$ cat src/rtl/reset_button_conditioner_pkg.sv
// Shared definitions for the reset/button front end: FSM state encoding,
// saturation limit for the soft-reset counter and a counter-width helper.
package reset_button_conditioner_pkg;

    // Debounce/press tracking states; 2-bit encoding.
    typedef enum logic [1:0] {
        IDLE         = 2'd0,
        PRESS_WAIT   = 2'd1,
        PRESSED      = 2'd2,
        RELEASE_WAIT = 2'd3
    } btn_state_t;

    // reset_count saturates here instead of wrapping.
    localparam logic [7:0] RESET_COUNT_MAX = 8'hFF;

    // Bits needed to hold the values 0..limit inclusive.
    function automatic int count_width(input int limit);
        return (limit < 1) ? 1 : $clog2(limit + 1);
    endfunction

endpackage

$ cat src/rtl/reset_button_conditioner_sync_chain.sv
// Multi-flop synchroniser with asynchronous active-low clear. Used both for
// the reset-release path (d tied high) and for the raw pushbutton.
module sync_chain #(
    parameter int STAGES = 2
) (
    input  logic CLK,
    input  logic RESET,
    input  logic d,
    output logic q
);

    logic [STAGES-1:0] chain_reg;

    // Shift the input through STAGES flops; the whole chain clears on reset.
    always_ff @(posedge CLK or negedge RESET) begin
        if (!RESET) begin
            chain_reg <= '0;
        end else begin
            chain_reg <= {chain_reg[STAGES-2:0], d};
        end
    end

    assign q = chain_reg[STAGES-1];

endmodule

$ cat src/rtl/reset_button_conditioner.sv
// Board-level reset conditioner: synchronises and stretches the external
// reset, debounces the pushbutton and turns a long hold into a soft reset.
// DEBOUNCE_CYCLES is expected to be at least 2 and STRETCH_CYCLES at least 1.
module reset_button_conditioner #(
    parameter int SYNC_STAGES     = 2,
    parameter int DEBOUNCE_CYCLES = 120000,
    parameter int LONG_CYCLES     = 24000000,
    parameter int STRETCH_CYCLES  = 1024,
    parameter bit LONG_RESET      = 1'b1
) (
    input  logic       CLK,
    input  logic       RESET,
    input  logic       BTN_RAW,
    output logic       rst_out_n,
    output logic       btn_level,
    output logic       btn_press,
    output logic       long_press,
    output logic [7:0] reset_count
);

    import reset_button_conditioner_pkg::*;

    localparam int DW = count_width(DEBOUNCE_CYCLES);
    localparam int LW = count_width(LONG_CYCLES);
    localparam int SW = count_width(STRETCH_CYCLES);

    localparam logic [DW-1:0] DEB_LAST     = DW'(DEBOUNCE_CYCLES - 1);
    localparam logic [LW-1:0] LONG_MAX     = LW'(LONG_CYCLES);
    localparam logic [LW-1:0] LONG_LAST    = LW'(LONG_CYCLES - 1);
    localparam logic [SW-1:0] STRETCH_MAX  = SW'(STRETCH_CYCLES);
    localparam logic [SW-1:0] STRETCH_LAST = SW'(STRETCH_CYCLES - 1);

    logic            rel_s;
    logic            btn_s;
    logic            soft_fire;
    logic [SW-1:0]   stretch_cnt_reg;
    logic [DW-1:0]   deb_cnt_reg;
    logic [LW-1:0]   long_cnt_reg;
    btn_state_t      state_reg;

    sync_chain #(.STAGES(SYNC_STAGES)) u_rel_sync (
        .CLK   (CLK),
        .RESET (RESET),
        .d     (1'b1),
        .q     (rel_s)
    );

    sync_chain #(.STAGES(SYNC_STAGES)) u_btn_sync (
        .CLK   (CLK),
        .RESET (RESET),
        .d     (BTN_RAW),
        .q     (btn_s)
    );

    // The long_press pulse is already synchronous, so it reloads the stretch directly.
    assign soft_fire = LONG_RESET && long_press;

    // Reset output: held low until the synchronised release has been stable
    // for STRETCH_CYCLES edges; a soft reset restarts the stretch.
    always_ff @(posedge CLK or negedge RESET) begin
        if (!RESET) begin
            stretch_cnt_reg <= '0;
            rst_out_n       <= 1'b0;
            reset_count     <= '0;
        end else if (soft_fire) begin
            stretch_cnt_reg <= '0;
            rst_out_n       <= 1'b0;
            if (reset_count != RESET_COUNT_MAX) begin
                reset_count <= reset_count + 8'd1;
            end
        end else if (rel_s && stretch_cnt_reg != STRETCH_MAX) begin
            stretch_cnt_reg <= stretch_cnt_reg + SW'(1);
            if (stretch_cnt_reg == STRETCH_LAST) begin
                rst_out_n <= 1'b1;
            end
        end
    end

    // Debounce FSM plus long-press timer; the long count is evaluated before
    // any state change so a release on the firing edge still lets it fire.
    always_ff @(posedge CLK or negedge RESET) begin
        if (!RESET) begin
            state_reg    <= IDLE;
            deb_cnt_reg  <= '0;
            long_cnt_reg <= '0;
            btn_level    <= 1'b0;
            btn_press    <= 1'b0;
            long_press   <= 1'b0;
        end else begin
            btn_press  <= 1'b0;
            long_press <= 1'b0;

            // Long timer runs while the debounced level is high, saturating so it fires once.
            if ((state_reg == PRESSED || state_reg == RELEASE_WAIT) && long_cnt_reg != LONG_MAX) begin
                long_cnt_reg <= long_cnt_reg + LW'(1);
                if (long_cnt_reg == LONG_LAST) begin
                    long_press <= 1'b1;
                end
            end

            case (state_reg)
                IDLE: begin
                    if (btn_s) begin
                        state_reg   <= PRESS_WAIT;
                        deb_cnt_reg <= DW'(1);
                    end
                end
                PRESS_WAIT: begin
                    if (!btn_s) begin
                        state_reg   <= IDLE;
                        deb_cnt_reg <= '0;
                    end else if (deb_cnt_reg == DEB_LAST) begin
                        state_reg    <= PRESSED;
                        deb_cnt_reg  <= '0;
                        long_cnt_reg <= '0;
                        btn_level    <= 1'b1;
                        btn_press    <= 1'b1;
                    end else begin
                        deb_cnt_reg <= deb_cnt_reg + DW'(1);
                    end
                end
                PRESSED: begin
                    if (!btn_s) begin
                        state_reg   <= RELEASE_WAIT;
                        deb_cnt_reg <= DW'(1);
                    end
                end
                RELEASE_WAIT: begin
                    if (btn_s) begin
                        state_reg   <= PRESSED;
                        deb_cnt_reg <= '0;
                    end else if (deb_cnt_reg == DEB_LAST) begin
                        state_reg    <= IDLE;
                        deb_cnt_reg  <= '0;
                        long_cnt_reg <= '0;
                        btn_level    <= 1'b0;
                    end else begin
                        deb_cnt_reg <= deb_cnt_reg + DW'(1);
                    end
                end
                default: begin
                    state_reg   <= IDLE;
                    deb_cnt_reg <= '0;
                end
            endcase
        end
    end

endmodule

$ cat config.mk
export PLATFORM = sky130hd
export DESIGN_NAME = reset_button_conditioner
export DESIGN_NICKNAME = d
export VERILOG_FILES = /design/src/rtl/reset_button_conditioner_pkg.sv /design/src/rtl/reset_button_conditioner_sync_chain.sv /design/src/rtl/reset_button_conditioner.sv
export SDC_FILE = /design/constraint.sdc
export NUM_CORES = 1
export LEC_CHECK = 0
export CORE_AREA = 2 2 98 100
export DETAILED_ROUTE_END_ITERATION = 6
export DIE_AREA = 0 0 100 102
export GPL_TIMING_DRIVEN = 0
export PLACE_DENSITY = 0.59
export SYNTH_ARGS = -nofsm -noshare
export SYNTH_HDL_FRONTEND = slang
export SYNTH_SLANG_ARGS = --single-unit
$ cat constraint.sdc
create_clock -name CLK -period 4.6 [get_ports CLK]
set_input_delay 0.92 -clock CLK [delete_from_list [all_inputs] [get_ports CLK]]
set_output_delay 0.92 -clock CLK [all_outputs]
set_load 0.05 [all_outputs]
==> flow_summary.ini <==
[run_status]
status = completed

[global_routing]
grt_max_degree = 71
overflow = 0
antenna_found_initial = 0
grt_first_pass_wirelength_mm = 12.5
grt.total_usage_pct = 15.4
grt_pass1_vias = 2682

[yosys]
ys_ff_latch = 71
syn_nets = 380
avgSynthCellArea_um2 = 9.60
synth_cell_types = 47
syn_area_um2 = 3560
postSynthCellCount = 371
synth-warning-count = 0
synth-edff-count = 0
yosysSeqAreaShare_pct = 49.9
synth_flop_cell = dfrtp_1
synth-async-reset-ratio_pct = 100

[timing]
fin_crit_ps = 2630
rsz0062_at_grt = false
timing.final.crit_share_pct = 57.3
tightestPinTransition_ps = 1220
max_freq_mhz = 380
relSlewSlack_pct = 17.7
slew_violations = 0
setup_viol = 0
tns_ps = 0
fin_skew_ps = 8.83
timing.final.hold_violations = 0

[critical_path]
crit_type = flop to flop
path_buf_inv = 0
worst_ep_arrival_time_ps = 2880
cpPeakStageDelay_ps = 1050
slowest_stage = nor4_1
cp-start-kind = flop
cp-end-kind = flop
path_common_cell = a21o_1
path_delay_family = simple AND/OR/NAND/NOR gates
crit_path_cell_trace = nor4_1 > a21oi_1 > a21o_1 > a21o_1
crit_required_ps = 4840
cp_max_fo = 10

[clock_network]
htree_levels = 3
hold_buffers = 0
cts_tree = done
cts_root_buffer = clkbuf_8
cts.clk_slew.worst_paths_ps = 80
cts_buffers = 9
cts_setup_buffers = 0
ctsResizeCount = 0
clkSinkCount = 71
clock_path_buffers = 2
clk_latency_ps = 350

[detailed_routing]
wl_per_cell_um = 14.0
drtIter0Drc = 128
vias_per_cell = 5.46
ant_nets = 0
firstDrtPassIters = 4
drc = 0
dr_total_vias = 2803
wl_mm = 7.19

[cells_and_area]
largest_register_ffs = 25
drive_gt1_share_pct = 6.97
diodes = 0
fin_nets = 406
num-fill-cells = 907
area_delta_synth_final_pct = 15.4

[power]
p_per_area_nw_per_um2 = 341
p_leak_nw = 1.75
vdd_drop_max_uv = 184
power_mw = 1.40

[die]
start_util_pct = 39.1
die_h_um = 102
io_pins = 15
rows = 35
die_area_um2 = 10200
fp.dieW_um = 100
core_um2 = 9110

[place]
numPortBuffers = 14
place.gp.congestion = 0.808
dp_hpwl_mm = 4.81

[run]
max_cap_viol_count = 0

[hold_path]
hp-class = flop to flop
==> cells by family (layout without fill, tap and decap cells) <==
family | Yosys count | after routing | synth area share, %
flip-flops | 71 | 71 | 49.9
AND/OR/NAND/NOR | 187 | 187 | 26.9
adder cells (fa/ha/maj) | 6 | 6 | 2.11
AO/OA/AOI/OAI | 49 | 49 | 8.85
XOR/XNOR | 39 | 39 | 9.59
buffers and inverters | 16 | 47 | 1.93
other | 1 | 1 | 0.105
multiplexers | 2 | 2 | 0.632
==> metal layers <==
metal  global-route usage, %  up-vias  share of wire (%)
met5                       0        -                  0
met2                    24.5       54                 45
met1                    20.6     1362                 49
met4                    6.32        0                1.7
li1                        -     1376                  -
met3                    3.21       11                3.9
==> through the flow <==
stage	utilization, %	setup slack [ps]	hold slack [ps]	cells	cell area, µm²
final	45.1	1970	351	513	4110
after global routing	45.1	1790	334	513	4110
after CTS	45.1	1950	338	513	4110
after detailed placement	42.5	1990	338	497	3870
after global placement	42.2	134	332	496	3840
after floorplan	-	2480	331	371	3560
==> synth_stat cells, types with 9 or more instances <==
master	number	area share, %
a21oi_1	11	1.5
or3_1	11	1.9
nand2_1	41	4.3
xor2_1	24	5.9
dfrtp_1	71	50
nor2_1	45	4.7
o21ai_0	12	1.7
inv_1	9	0.95
nand4_1	20	3.5
nand3_1	30	4.2
xnor2_1	15	3.7
==> cell type report <==
| class | instances | area (µm²) | area share, % |
|---|---|---|---|
| buffer | 7 | 35.0 | 0.852 |
| clock buffer | 9 | 124 | 3.01 |
| clock inverter | 7 | 120 | 2.92 |
| inverter | 9 | 33.8 | 0.822 |
| multi-input combinational | 284 | 1720 | 41.8 |
| sequential | 71 | 1780 | 43.2 |
| tap | 111 | 139 | 3.38 |
| timing repair buffer | 15 | 165 | 4.02 |
==> layout by cell type, fill, tap and decap left out, types with 6 or more instances in the layout <==
cell             netlist  layout
ha_1                   6       6
xor2_1                24      24
o21ai_1                6       6
inv_1                  9       9
nand3_1               30      30
a21oi_1               11      11
xnor2_1               15      15
clkbuf_8               0       9
nor2_1                45      45
nand4_1               20      20
dfrtp_1               71      71
nand2_1               41      41
nor4_1                 7       7
or3_1                 11      11
o21ai_0               12      12
clkdlybuf4s50_1        0      13
and3_1                 7       7
==> path summary, 6_finish.rpt <==
check,from,to,slack (ps),cells past startpoint
max,deb_cnt_reg[6]$_DFFE_PN0P_,deb_cnt_reg[8]$_DFFE_PN0P_,1970,4
min,u_btn_sync.chain_reg[0]$_DFF_PN0_,u_btn_sync.chain_reg[1]$_DFF_PN0_,350,0
max reg2reg,deb_cnt_reg[6]$_DFFE_PN0P_,deb_cnt_reg[8]$_DFFE_PN0P_,1970,4
min reg2reg,u_btn_sync.chain_reg[0]$_DFF_PN0_,u_btn_sync.chain_reg[1]$_DFF_PN0_,350,0
max in group asynchronous,RESET,long_cnt_reg[1]$_DFF_PN0_,3740,2
min in group asynchronous,RESET,reset_count[3]$_DFFE_PN0P_,360,1
==> power breakdown <==
group | switching, mW | internal (mW)
Sequential | 0.0334 | 0.655
Combinational | 0.0592 | 0.0431
Clock | 0.248 | 0.362
==> worst reg2reg max path, cell delays in order, from the launching register on <==
cell     delay [ps]
dfrtp_1         460
nor4_1         1050
a21oi_1         570
a21o_1          290
a21o_1          160
Note: power is estimated with default switching activity, not from simulation.
